**config.mk**
```make
export PLATFORM = sky130hd
export DESIGN_NAME = pending_priority_encoder
export DESIGN_NICKNAME = d
export VERILOG_FILES = /design/src/rtl/pending_priority_encoder.sv
export SDC_FILE = /design/constraint.sdc
export NUM_CORES = 1
export LEC_CHECK = 0
export ABC_AREA = 1
export CORE_AREA = 2 2 40 42
export DETAILED_ROUTE_END_ITERATION = 8
export DIE_AREA = 0 0 42 44
export PLACE_DENSITY = 0.69
export REMOVE_ABC_BUFFERS = 1
export SYNTH_ARGS = -nofsm -noshare
export SYNTH_HDL_FRONTEND = slang
export SYNTH_SLANG_ARGS = --single-unit
```
**constraint.sdc**
```tcl
create_clock -name clk -period 1.23 [get_ports clk]
set_clock_uncertainty 0.15 [all_clocks]
set_input_delay 0.246 -clock clk [delete_from_list [all_inputs] [get_ports clk]]
set_output_delay 0.246 -clock clk [all_outputs]
set_load 0.01 [all_outputs]
```
**src/rtl/pending_priority_encoder.sv**
```systemverilog
// pending_priority_encoder
//   Captures event pulses into a sticky pending register. The lowest-index
//   pending bit is presented on a valid/ready output stage, and each bit is
//   cleared once the consumer accepts it. The block sits between event
//   sources and a consumer that is not always ready.
//
// Ports
//   clk        rising-edge clock
//   rst        asynchronous reset, active high
//   clr        synchronous clear of the pending register and the output stage
//   en         capture enable; req is ignored while low
//   req[N]     event inputs (multi-hot allowed), sampled on every edge
//   out_idx    encoded index of the request being served
//   out_valid  out_idx holds a valid index
//   out_ready  consumer accepts; a transfer is out_valid & out_ready
//   pending[N] sticky pending register, exposed for observability
//   overflow   one-cycle pulse: an event hit a bit that was already pending
//              and was not being served in that cycle
module pending_priority_encoder #(
    parameter  int N     = 4,
    localparam int IDX_W = $clog2(N)
) (
    input  logic             clk,
    input  logic             rst,
    input  logic             clr,
    input  logic             en,
    input  logic [N-1:0]     req,
    output logic [IDX_W-1:0] out_idx,
    output logic             out_valid,
    input  logic             out_ready,
    output logic [N-1:0]     pending,
    output logic             overflow
);

    typedef enum logic {IDLE = 1'b0, HOLD = 1'b1} state_t;

    state_t           state, state_n;
    logic [IDX_W-1:0] idx_n;
    logic             valid_n;
    logic [N-1:0]     pend_n;
    logic             ovf_n;

    logic             xfer;
    logic [N-1:0]     served;
    logic [N-1:0]     cap;
    logic [N-1:0]     rem;

    // Lowest set index wins. Scanning from the top down lets the last hit,
    // which is the lowest index, overwrite the result.
    function automatic logic [IDX_W-1:0] enc(input logic [N-1:0] v);
        logic [IDX_W-1:0] r;
        r = '0;
        for (int i = N - 1; i >= 0; i--) begin
            if (v[i]) r = IDX_W'(i);
        end
        return r;
    endfunction

    assign xfer   = out_valid & out_ready;
    assign served = xfer ? ({{(N-1){1'b0}}, 1'b1} << out_idx) : '0;
    assign cap    = en ? req : '0;
    // Bits captured on this edge are excluded here. They are only
    // considered once they are visible in pending, in the next cycle.
    assign rem    = pending & ~served;

    always_comb begin
        state_n = state;
        idx_n   = out_idx;
        valid_n = out_valid;
        // Serving a bit and re-requesting it in the same cycle keeps the bit
        // set. That case is not an overflow, because the old event was consumed.
        pend_n  = rem | cap;
        ovf_n   = |(cap & rem);

        case (state)
            IDLE: begin
                if (|pending) begin
                    idx_n   = enc(pending);
                    valid_n = 1'b1;
                    state_n = HOLD;
                end
            end
            HOLD: begin
                // Hold the index stable until it is accepted. A newly arrived
                // lower index never pre-empts the one already presented.
                if (xfer) begin
                    if (|rem) begin
                        idx_n = enc(rem);
                    end else begin
                        valid_n = 1'b0;
                        state_n = IDLE;
                    end
                end
            end
            default: begin
                state_n = IDLE;
                valid_n = 1'b0;
            end
        endcase

        // clr overrides capture and serving. A transfer already under way in
        // this cycle still completes from the consumer's side.
        if (clr) begin
            pend_n  = '0;
            valid_n = 1'b0;
            ovf_n   = 1'b0;
            state_n = IDLE;
        end
    end

    always_ff @(posedge clk or posedge rst) begin
        if (rst) begin
            state     <= IDLE;
            pending   <= '0;
            out_idx   <= '0;
            out_valid <= 1'b0;
            overflow  <= 1'b0;
        end else begin
            state     <= state_n;
            pending   <= pend_n;
            out_idx   <= idx_n;
            out_valid <= valid_n;
            overflow  <= ovf_n;
        end
    end

endmodule
```
==> results.py <==
metrics = {
    "global_route": {
        "grt_max_degree": 10,
        "grt_overflow": 0,
        "first_global_vias": 580,
        "grt_first_pass_wirelength_um": 2410,
        "grt.total_usage_pct": 18.9,
        "antenna_found_initial": 0,
    },
    "floorplanning": {
        "row_count": 14,
        "die-width_um": 42,
        "die_area_um2": 1850,
        "dieHeight_um": 44,
        "core_area_um2": 1420,
        "ios": 17,
        "start_util_pct": 37.6,
    },
    "detailed_routing": {
        "drtIter0Drc": 12,
        "via_count": 676,
        "drc": 0,
        "drt_wl_total_um": 1680,
        "avgRoutedWirePerCell_um": 12.3,
        "first_pass_iters": 4,
        "routed_via_density": 4.93,
        "detail-route-antenna-nets": 0,
    },
    "yosys": {
        "ys_seq_area_share_pct": 42.3,
        "syn_inst": 78,
        "synth.mux.area_fraction_pct": 0,
        "async_flop_share_pct": 100,
        "synth_most_common_cell": "nand2_1",
        "synth_top_area_share_pct": 42.3,
        "synth_top_family_by_area": "simple AND/OR/NAND/NOR gates",
        "synth_area_um2": 533,
        "synth_edf_count": 0,
        "synth-main-ff-cell": "dfrtp_1",
        "synthTopCellsByCount": "nand2_1, nor2_1, dfrtp_1",
        "synth-simple-area-share_pct": 38.5,
        "synth-xor-area-share_pct": 0,
        "yosysTopAreaCell": "dfrtp_1",
        "ys_warn_count": 0,
        "synth_area_leaders": "dfrtp_1, nand2_1, nor2_1, nand2_2, a21oi_1",
        "synth_adder_area_share_pct": 0,
        "yosys_register_bits": 9,
        "netlist-cell-type-count": 13,
        "synth_compound_area_share_pct": 13.6,
        "syn-mean-instance-area_um2": 6.83,
    },
    "sta": {
        "clock.fmax_ghz": 0.672,
        "fin_ws_ns": -0.257,
        "grt_setup_unrepaired": "yes",
        "slew-limit-headroom_pct": 76.5,
        "finalHoldViolations": 0,
        "tightest_slew_ns": 0.352,
        "layout_min_cycle_time_ns": 1.49,
        "slew_viol_final": 0,
        "setup_viol": 10,
        "min_period_over_period_pct": 121,
    },
    "cts": {
        "hold_buffers": 0,
        "clkSinkCount": 9,
        "cts_tree": "done",
        "clk_latency_ns": 0.28,
        "cts_buffer_depth": 2,
        "ctsRootBufferMaster": "clkbuf_4",
        "ctsHtreeMaxLevel": 1,
        "path_clk_slew_ns": 0.07,
        "numCtsBuffers": 3,
    },
    "critical_path": {
        "critPathCaptureType": "register",
        "path_max_fanout": 5,
        "start_kind": "register",
        "cpPeakStageDelay_ns": 0.37,
        "critPathKind": "register to register",
        "path_cells": "buf_6 -> nand2_2 -> nor2_1 -> nor2_1 -> nor2_1 -> nand2_2 -> nand2_2 -> nand2_2 -> nand2_1 -> nand2_1",
        "critPathRequiredTime_ns": 1.25,
        "cp.arrival_ns": 1.51,
        "critPathSlowestCell": "dfrtp_1",
        "crit_top_cell": "nand2_2",
    },
    "pwr": {
        "power_density_nw_per_um2": 1200,
        "leakagePower_nw": 0.519,
        "vdd_ir_drop_max_mv": 0.793,
    },
    "finish": {
        "antennaDiodeCount": 0,
        "post-route-util_pct": 71.8,
        "layout-drive-gt1-share_pct": 49.6,
        "fin_cells": 137,
        "syn2layout_area_growth_pct": 91.1,
        "postLayoutCellArea_um2": 1020,
        "nets": 131,
    },
    "placed_design": {
        "io_buffers": 16,
        "dpl_cell_area_um2": 811,
        "place_ws_ns": -0.509,
        "hpwl_um": 1060,
        "dp.cells": 123,
        "place.gp.congestion": 0.809,
    },
    "status": {
        "violations": "setup timing",
        "status": "finished with violations",
    },
    "worst_hold_path": {
        "hold_class": "input port to asynchronous set/reset pin",
    },
    "flow_run": {
        "cap_viol_max_count": 0,
    },
}
[routing by layer]
metal / GRT usage (%) / up-vias / part of all wire [%]
li1: - / 334 / -
met1: 19.8 / 313 / 37
met2: 32.8 / 24 / 56
met3: 3.75 / 5 / 4.2
met4: 15.5 / 0 / 3.2
met5: 0 / - / 0
[kinds of logic (layout without fill, tap and decap cells)]
logic type	after synthesis	after routing
buffers and inverters	8	51
DFF	9	9
and+or+nand+nor	49	49
AOI/OAI and AO/OA	12	12
[report_power, final]
| part | switching, mW | leakage, nW | internal, mW |
|---|---|---|---|
| Combinational | 0.299 | 0.388 | 0.311 |
| Sequential | 0.0274 | 0.116 | 0.334 |
| Clock | 0.124 | 0.0150 | 0.126 |
[worst paths after layout]
kind / from / to / cells after the start / slack [ns]
max in group asynchronous: rst / out_valid / 2 / 0.58
worst min-delay path: rst / pending[1] / 2 / 0.07
min in group clk: req[0] / pending[0] / 3 / 0.43
worst max register to register: out_idx[1] / out_idx[1] / 10 / -0.26
worst min register to register: state / state / 3 / 0.51
worst max-delay path: out_idx[1] / out_idx[1] / 10 / -0.26
[critical path, delay by kind of cell, from the launching register on]
family / cells / cell delay, ns
buffers and inverters: 1 / 0.15
DFF: 1 / 0.37
and+or+nand+nor: 9 / 0.72
[per-stage QoR]
step	setup TNS, ns	total power [mW]	hold slack [ns]
after floorplan	-0.364	0.545	-0.0761
after global routing	-2.06	1.28	0.125
after CTS	-1.15	1.11	0.0840
after global placement	-3.85	0.737	0.383
final	-1.49	1.22	0.0742
after detailed placement	-4.12	0.746	0.378
[area by class of cell]
class,count,area (um^2)
inverter,8,37.5
multi-input combinational,61,375
timing repair buffer,39,333
clock buffer,4,26.3
sequential,9,226
tap,16,20.0
fill,105,400
[what timing repair did]
action	4_1_cts	5_1_grt
resized for setup	49	19
setup buffers	7	5
gates cloned	0	0
setup endpoints to repair	17	14
pin swaps	10	15
[layout by cell type, fill, tap and decap left out, types with 2 or more instances in the layout]
master,count
clkbuf_4,3
nand2_2,7
buf_6,9
clkdlybuf4s50_1,7
o22ai_2,2
nor2_4,2
nand3_1,3
o21ai_4,2
dfrtp_1,8
a21oi_1,3
buf_4,17
inv_1,5
nand2_4,4
nor2_1,15
buf_2,5
a21oi_2,2
nand2_1,17
[state kept, by name (all words and copies together), names as in the netlist]
name	count
out_idx	2
out_valid	1
pending	4
overflow	1
state	1
Power figures use the tool's default switching activity.
